[config.mk]
export PLATFORM = sky130hd
export DESIGN_NAME = bram_port_arbiter
export DESIGN_NICKNAME = d
export VERILOG_FILES = /design/src/rtl/bram_port_arbiter.sv
export SDC_FILE = /design/constraint.sdc
export NUM_CORES = 1
export LEC_CHECK = 0
export ABC_AREA = 0
export BUFFER_PORTS_ARGS = -buffer_cell sky130_fd_sc_hd__buf_2
export CORE_AREA = 2 2 94 96
export CTS_CLUSTER_DIAMETER = 200
export DETAILED_ROUTE_END_ITERATION = 8
export DIE_AREA = 0 0 96 98
export PLACE_DENSITY = 0.52
export SETUP_SLACK_MARGIN = 0.2
export SYNTH_ARGS = -nofsm -noshare
export SYNTH_HDL_FRONTEND = slang
export SYNTH_SLANG_ARGS = --single-unit
[constraint.sdc]
create_clock -name clk -period 4.9 [get_ports clk]
set_input_delay 0.245 -clock clk [delete_from_list [all_inputs] [get_ports clk]]
set_output_delay 0.245 -clock clk [all_outputs]
set_load 0.02 [all_outputs]
[src/rtl/bram_port_arbiter.sv]
// Two-master valid/ready arbiter sharing one block-RAM port, with a per-owner
// burst counter bounding how long the non-owner can be kept waiting.
module bram_port_arbiter #(
   parameter int unsigned ADDR_WIDTH = 10,
   parameter int unsigned DATA_WIDTH = 32,
   parameter int unsigned MAX_BURST  = 4
) (
   input  logic                    clk,
   input  logic                    rst_n,
   input  logic                    m0_valid,
   output logic                    m0_ready,
   input  logic                    m0_we,
   input  logic [DATA_WIDTH/8-1:0] m0_wstrb,
   input  logic [ADDR_WIDTH-1:0]   m0_addr,
   input  logic [DATA_WIDTH-1:0]   m0_wdata,
   output logic                    m0_rvalid,
   output logic [DATA_WIDTH-1:0]   m0_rdata,
   input  logic                    m1_valid,
   output logic                    m1_ready,
   input  logic                    m1_we,
   input  logic [DATA_WIDTH/8-1:0] m1_wstrb,
   input  logic [ADDR_WIDTH-1:0]   m1_addr,
   input  logic [DATA_WIDTH-1:0]   m1_wdata,
   output logic                    m1_rvalid,
   output logic [DATA_WIDTH-1:0]   m1_rdata,
   output logic                    bram_en,
   output logic                    bram_we,
   output logic [DATA_WIDTH/8-1:0] bram_wstrb,
   output logic [ADDR_WIDTH-1:0]   bram_addr,
   output logic [DATA_WIDTH-1:0]   bram_din,
   input  logic [DATA_WIDTH-1:0]   bram_dout
);

   localparam int unsigned CNT_W = $clog2(MAX_BURST + 1);
   localparam logic [CNT_W-1:0] CNT_MAX = CNT_W'(MAX_BURST);
   localparam logic [CNT_W-1:0] CNT_ONE = CNT_W'(1);

   logic             owner_q, owner_d;
   logic [CNT_W-1:0] cnt_q, cnt_d;
   logic             m0_rvalid_q, m1_rvalid_q;
   logic             owner_valid, loser_valid;
   logic             grant, win_id, sel1;

   always_comb begin
      owner_valid = owner_q ? m1_valid : m0_valid;
      loser_valid = owner_q ? m0_valid : m1_valid;
      grant       = 1'b0;
      win_id      = owner_q;
      owner_d     = owner_q;
      cnt_d       = cnt_q;

      // Owner keeps the port unless the waiting master has hit the burst limit.
      if (owner_valid && !(loser_valid && (cnt_q == CNT_MAX))) begin
         grant  = 1'b1;
         win_id = owner_q;
      end else if (loser_valid) begin
         grant  = 1'b1;
         win_id = ~owner_q;
      end

      if (grant) begin
         if (win_id == owner_q) begin
            cnt_d = loser_valid ? (cnt_q + CNT_ONE) : '0;
         end else begin
            owner_d = win_id;
            cnt_d   = owner_valid ? CNT_ONE : '0;
         end
      end
   end

   assign sel1       = grant & win_id;
   assign m0_ready   = grant & ~win_id;
   assign m1_ready   = grant & win_id;
   assign bram_en    = grant;
   assign bram_we    = grant & (sel1 ? m1_we : m0_we);
   assign bram_wstrb = sel1 ? m1_wstrb : m0_wstrb;
   assign bram_addr  = sel1 ? m1_addr  : m0_addr;
   assign bram_din   = sel1 ? m1_wdata : m0_wdata;

   assign m0_rvalid  = m0_rvalid_q;
   assign m1_rvalid  = m1_rvalid_q;
   assign m0_rdata   = bram_dout;
   assign m1_rdata   = bram_dout;

   always_ff @(posedge clk or negedge rst_n) begin
      if (!rst_n) begin
         owner_q     <= 1'b0;
         cnt_q       <= '0;
         m0_rvalid_q <= 1'b0;
         m1_rvalid_q <= 1'b0;
      end else begin
         owner_q     <= owner_d;
         cnt_q       <= cnt_d;
         m0_rvalid_q <= m0_ready;
         m1_rvalid_q <= m1_ready;
      end
   end

endmodule

Word level (Yosys, flattened, before mapping)
Cells that the tools add are included.
Storage, ports and cells
  register bits: 6
  logic and storage cells: 30
  input port bits: 130
  output and inout bits: 116
Operators by class
  reductions and logical operators: 4
  equal/unequal tests: 2
  bitwise gates (word level): 6
  add/subtract/negate cells: 1
  muxes and demuxes: 13
Operators with widths (count)
  $mux 32: 1
  $mux 10: 1
  $mux 1: 8
  $mux 3: 2
  $mux 4: 1
  $add 3x1->3 const B: 1
  $and 1x1->1: 3
  $eq 3x3->1 const B: 1
  $not 1->1: 3
  $logic_and 1x1->1: 2
  $reduce_and 2->1: 1
  $eq 1x1->1: 1
  $logic_not 1->1: 1

Depth between registers and ports, before layout
  depth in word-level cells: 8
  mapped depth: 8
  mapped depth without buffers: 6

Worst setup path after synthesis
Ideal clock, no wire load.
  path type: register to output
  start: register cnt_q[0]
  end: output port bram_addr[6]
  slack: 2955 ps
  required time: 4655 ps
  buffers on the path: 2
  data arrival time: 1700 ps
  stages on the path, launching flop included: 8
  cell sequence: dfrtp_1 -> inv_1 -> ha_1 -> and3b_1 -> o31ai_4 -> buf_6 -> buf_8 -> mux2_4
On the way
  cells in the longest elaborated chain, start to end: 7
  elaborated cells on any way between the ends: 8
  those cells by class: eq/ne: 1; mux: 3; bitwise: 1; reduce/logical: 3
RTL lines
  start, declared: RTL line 39  | logic [CNT_W-1:0] cnt_q, cnt_d;
  start signal, assigned: RTL line 93  | cnt_q <= cnt_d;
  $eq 3x3->1 *: RTL line 53  | if (owner_valid && !(loser_valid && (cnt_q == CNT_MAX))) begin
  $logic_and 1x1->1 *: RTL line 53
  $logic_not 1->1 *: RTL line 53
  $logic_and 1x1->1 *: RTL line 53
  $mux 1: RTL line 53
  $and 1x1->1 *: RTL line 71  | assign sel1 = grant & win_id;
  $mux 10 *: RTL line 77  | assign bram_addr = sel1 ? m1_addr : m0_addr;
  end, declared: RTL line 29  | output logic [ADDR_WIDTH-1:0] bram_addr,
Mark *: on every way between the ends. The rest lies on a longest branch, timed or not.

Final worst setup path
  start: register cnt_q[0]
  end: output port bram_addr[9]
The elaborated chain is that of the path after synthesis.

==> out/metrics.cfg <==
[outcome]
outcome = finished clean

[worst_setup_path]
cp-start-kind = flop
endpoint_kind = output port
crit_path_cell_trace = inv_1 -> ha_1 -> and3b_1 -> o31ai_4 -> buf_4 -> mux2_2 -> buf_2
reg2reg_from = cnt_q[0]$_DFFE_PN0P_
cp_max_fo = 37
critical_path.max_stage_delay_ns = 0.61
worstReg2RegEnd = m1_rvalid$_DFF_PN0_
slowest_stage = o31ai_4
cp.arrival_ns = 2.90
cp.required_ns = 4.66
path_class = reg -> out
rr_worst_depth = 5
critical_path.top_delay_family = buffers and inverters
path_buf_inv = 3
reg2reg_slack_ns = 3.17

[floorplanning]
rows = 34
start_util_pct = 17.7
die_area_sq_um = 9410
dieHeight_um = 98
ioPinCount = 246
die_w_um = 96
core_area_sq_um = 8470

[yosys]
yosys.area.top_type = buf_4
synth_area_per_cell_sq_um = 10.2
synth_commonest_cells = 64 x buf_4, 29 x mux2_4, 17 x mux2_2
ys.warnings.count = 0
syn-num-nets = 279
synth_top_area_share_pct = 32.1
synth_seq_cells = 6
synthTopCellsByArea = buf_4 32%, mux2_4 29%, mux2_2 13%
synth_cells = 147
synth_ff_type = dfrtp_1
synth_most_common_cell = buf_4
yosysSeqAreaShare_pct = 10.0
async_flop_share_pct = 100
synth_edf_count = 0
netlist_area_sq_um = 1500
ys_types = 22

[drt]
wl_met3_um = 587
dr_wl_met2_um = 1880
drt-met1-wl_um = 1610
drtIter0Drc = 9
antenna_left = 0
routedWlPerCell_um = 12.1
wirelength_um = 4120
dr.pass1.iters = 2
via_count = 1303
avgViaCountPerCell = 3.83
highest_layer = met4
drc = 0

[power]
intPower_uw = 215
cellPowerDensity_nw_per_um2 = 181
seqPwrFrac_pct = 16.2
p_leak_nw = 1.09
power_uw = 343
p_sw_uw = 129
vdd_drop_max_mv = 0.134
clockPowerShare_pct = 21.1
pwr-share-comb_pct = 62.7
switching_share_pct = 37.5

[sta]
finalClockSkew_ns = 0.00131
setup_viol = 0
finalCritPeriodShare_pct = 64.1
clock.fmax_mhz = 318
post-route-min-period_ns = 3.14
max_slew_margin_pct = 50.5
drv_slew = 0
worst_pin_slew_ns = 0.742
tns_ns = 0
setup_ws_ns = 1.76
rsz0062_at_grt = false
hold_viol_final = 0

[global_routing]
antenna_found_initial = 0
grt_use_total_pct = 7.78
grt_max_degree = 38
grt_pass1_vias = 1246
grt-ovfl-total = 0
grt_pass1_wl_um = 5730

[finish]
synthToLayoutAreaGrowth_pct = 26.2
fill_cells = 949
finalNetCount = 366
drive_gt1_share_pct = 86.6
diodes = 0

[hold_path]
holdPathEnd = owner_q$_DFFE_PN0P_
hold_start = m0_valid
whs_path_depth = 2
hold_path_class = in -> reg

[placement]
gp_congestion = 0.681
place_ws_ns = 1.93
dp_hpwl_um = 3650
io_buffers = 149

[flow_run]
max-cap-violations = 0

[clock_network]
worst_skew_pair.late_latency_ns = 0.22
ctsHtreeMaxLevel = 1
clockRootBuffer = clkbuf_8
clk_transition_reported_paths_ns = 0.04
numCtsBuffers = 3
postCtsSetupBuffers = 0
ctsLongestPathBuffers = 2
cts_num_sinks = 6
cts_tree = done

## flip-flops by register name, summed over array words and instances, names as in the netlist
signal,flops
owner_q,1
m0_rvalid,1
m1_rvalid,1
cnt_q,3
## worst reg2reg max path: stages, from the launching register on
cell and delay (ns):
dfrtp_1 0.37, inv_1 0.06, ha_1 0.23, and3b_1 0.22, o31ai_4 0.61, inv_2 0.09
## layer usage
layer / global-route usage [%] / vias to the layer above
met4: 1.65 / 0
met2: 12.3 / 114
met3: 4.01 / 6
met1: 9.37 / 581
met5: 0 / -
li1: - / 602
## timing repair
item / in CTS / in global routing
hold buffers: 1 / 0
gates resized for setup: 0 / 0
endpoints found under the hold margin: 6 / 0
## power groups by stage
| stage | registers [mW] | clock network, mW | logic (mW) |
|---|---|---|---|
| floorplan | 0.0577 | 0 | 0.217 |
| global placement | 0.0562 | 0 | 0.217 |
| detailed placement | 0.0564 | 0 | 0.218 |
| CTS | 0.0558 | 0.0755 | 0.220 |
| global route | 0.0562 | 0.0798 | 0.233 |
| finish | 0.0557 | 0.0724 | 0.215 |
## kinds of logic (layout without fill, tap and decap cells)
logic type,count (synthesis),after routing,share of synthesized area (%)
mux,47,47,42.5
buf+inv,74,159,37.8
simple gates,9,9,2.92
fa+ha+maj,2,2,1.67
flops,6,6,10.0
compound gates,9,9,5.10
## cells in the final DEF (no fill, tap or decap), drive strengths merged
master,n
buf,150
mux2i,1
o31ai,1
dfrtp,6
a21oi,1
clkbuf,3
and2,2
mux2,46
ha,2
a32o,2
nand2,3
a21o,1
and3b,1
inv,5
dlygate4sd3,1
a21boi,1
o21ai,3
nor2,3
## cell type report
type	count	area (sq um)	share of cell area, %
Sequential cell	6	150	7.94
Multi-Input combinational cell	67	782	41.4
Timing Repair Buffer	151	763	40.4
Tap cell	108	135	7.15
Inverter	5	18.8	0.993
Clock buffer	3	41.3	2.18
## metrics by stage
| step | utilization, % | hold WS, ns | std cells | instance area, sq um |
|---|---|---|---|---|
| CTS | 22.3 | 0.325 | 340 | 1890 |
| global route | 22.3 | 0.339 | 340 | 1890 |
| detailed placement | 21.7 | 0.0843 | 336 | 1840 |
| finish | 22.3 | 0.329 | 340 | 1890 |
| global placement | 21.7 | 0.0837 | 336 | 1840 |
| floorplan | - | -0.0506 | 147 | 1500 |
## worst max path at each step
stage | startpoint | depth (start not counted) | to | slack (ns)
2_1_floorplan | cnt_q[0]$_DFFE_PN0P_ | 7 | bram_addr[6] | 2.95
3_3_place_gp | cnt_q[0]$_DFFE_PN0P_ | 7 | bram_wstrb[0] | 2.01
3_5_place_dp | cnt_q[0]$_DFFE_PN0P_ | 7 | bram_din[30] | 1.93
4_1_cts | cnt_q[0]$_DFFE_PN0P_ | 7 | bram_din[30] | 1.69
5_1_grt | cnt_q[0]$_DFFE_PN0P_ | 7 | bram_din[30] | 1.55
6_report | cnt_q[0]$_DFFE_PN0P_ | 7 | bram_addr[9] | 1.76
Note: power is estimated with default switching activity, not from simulation.
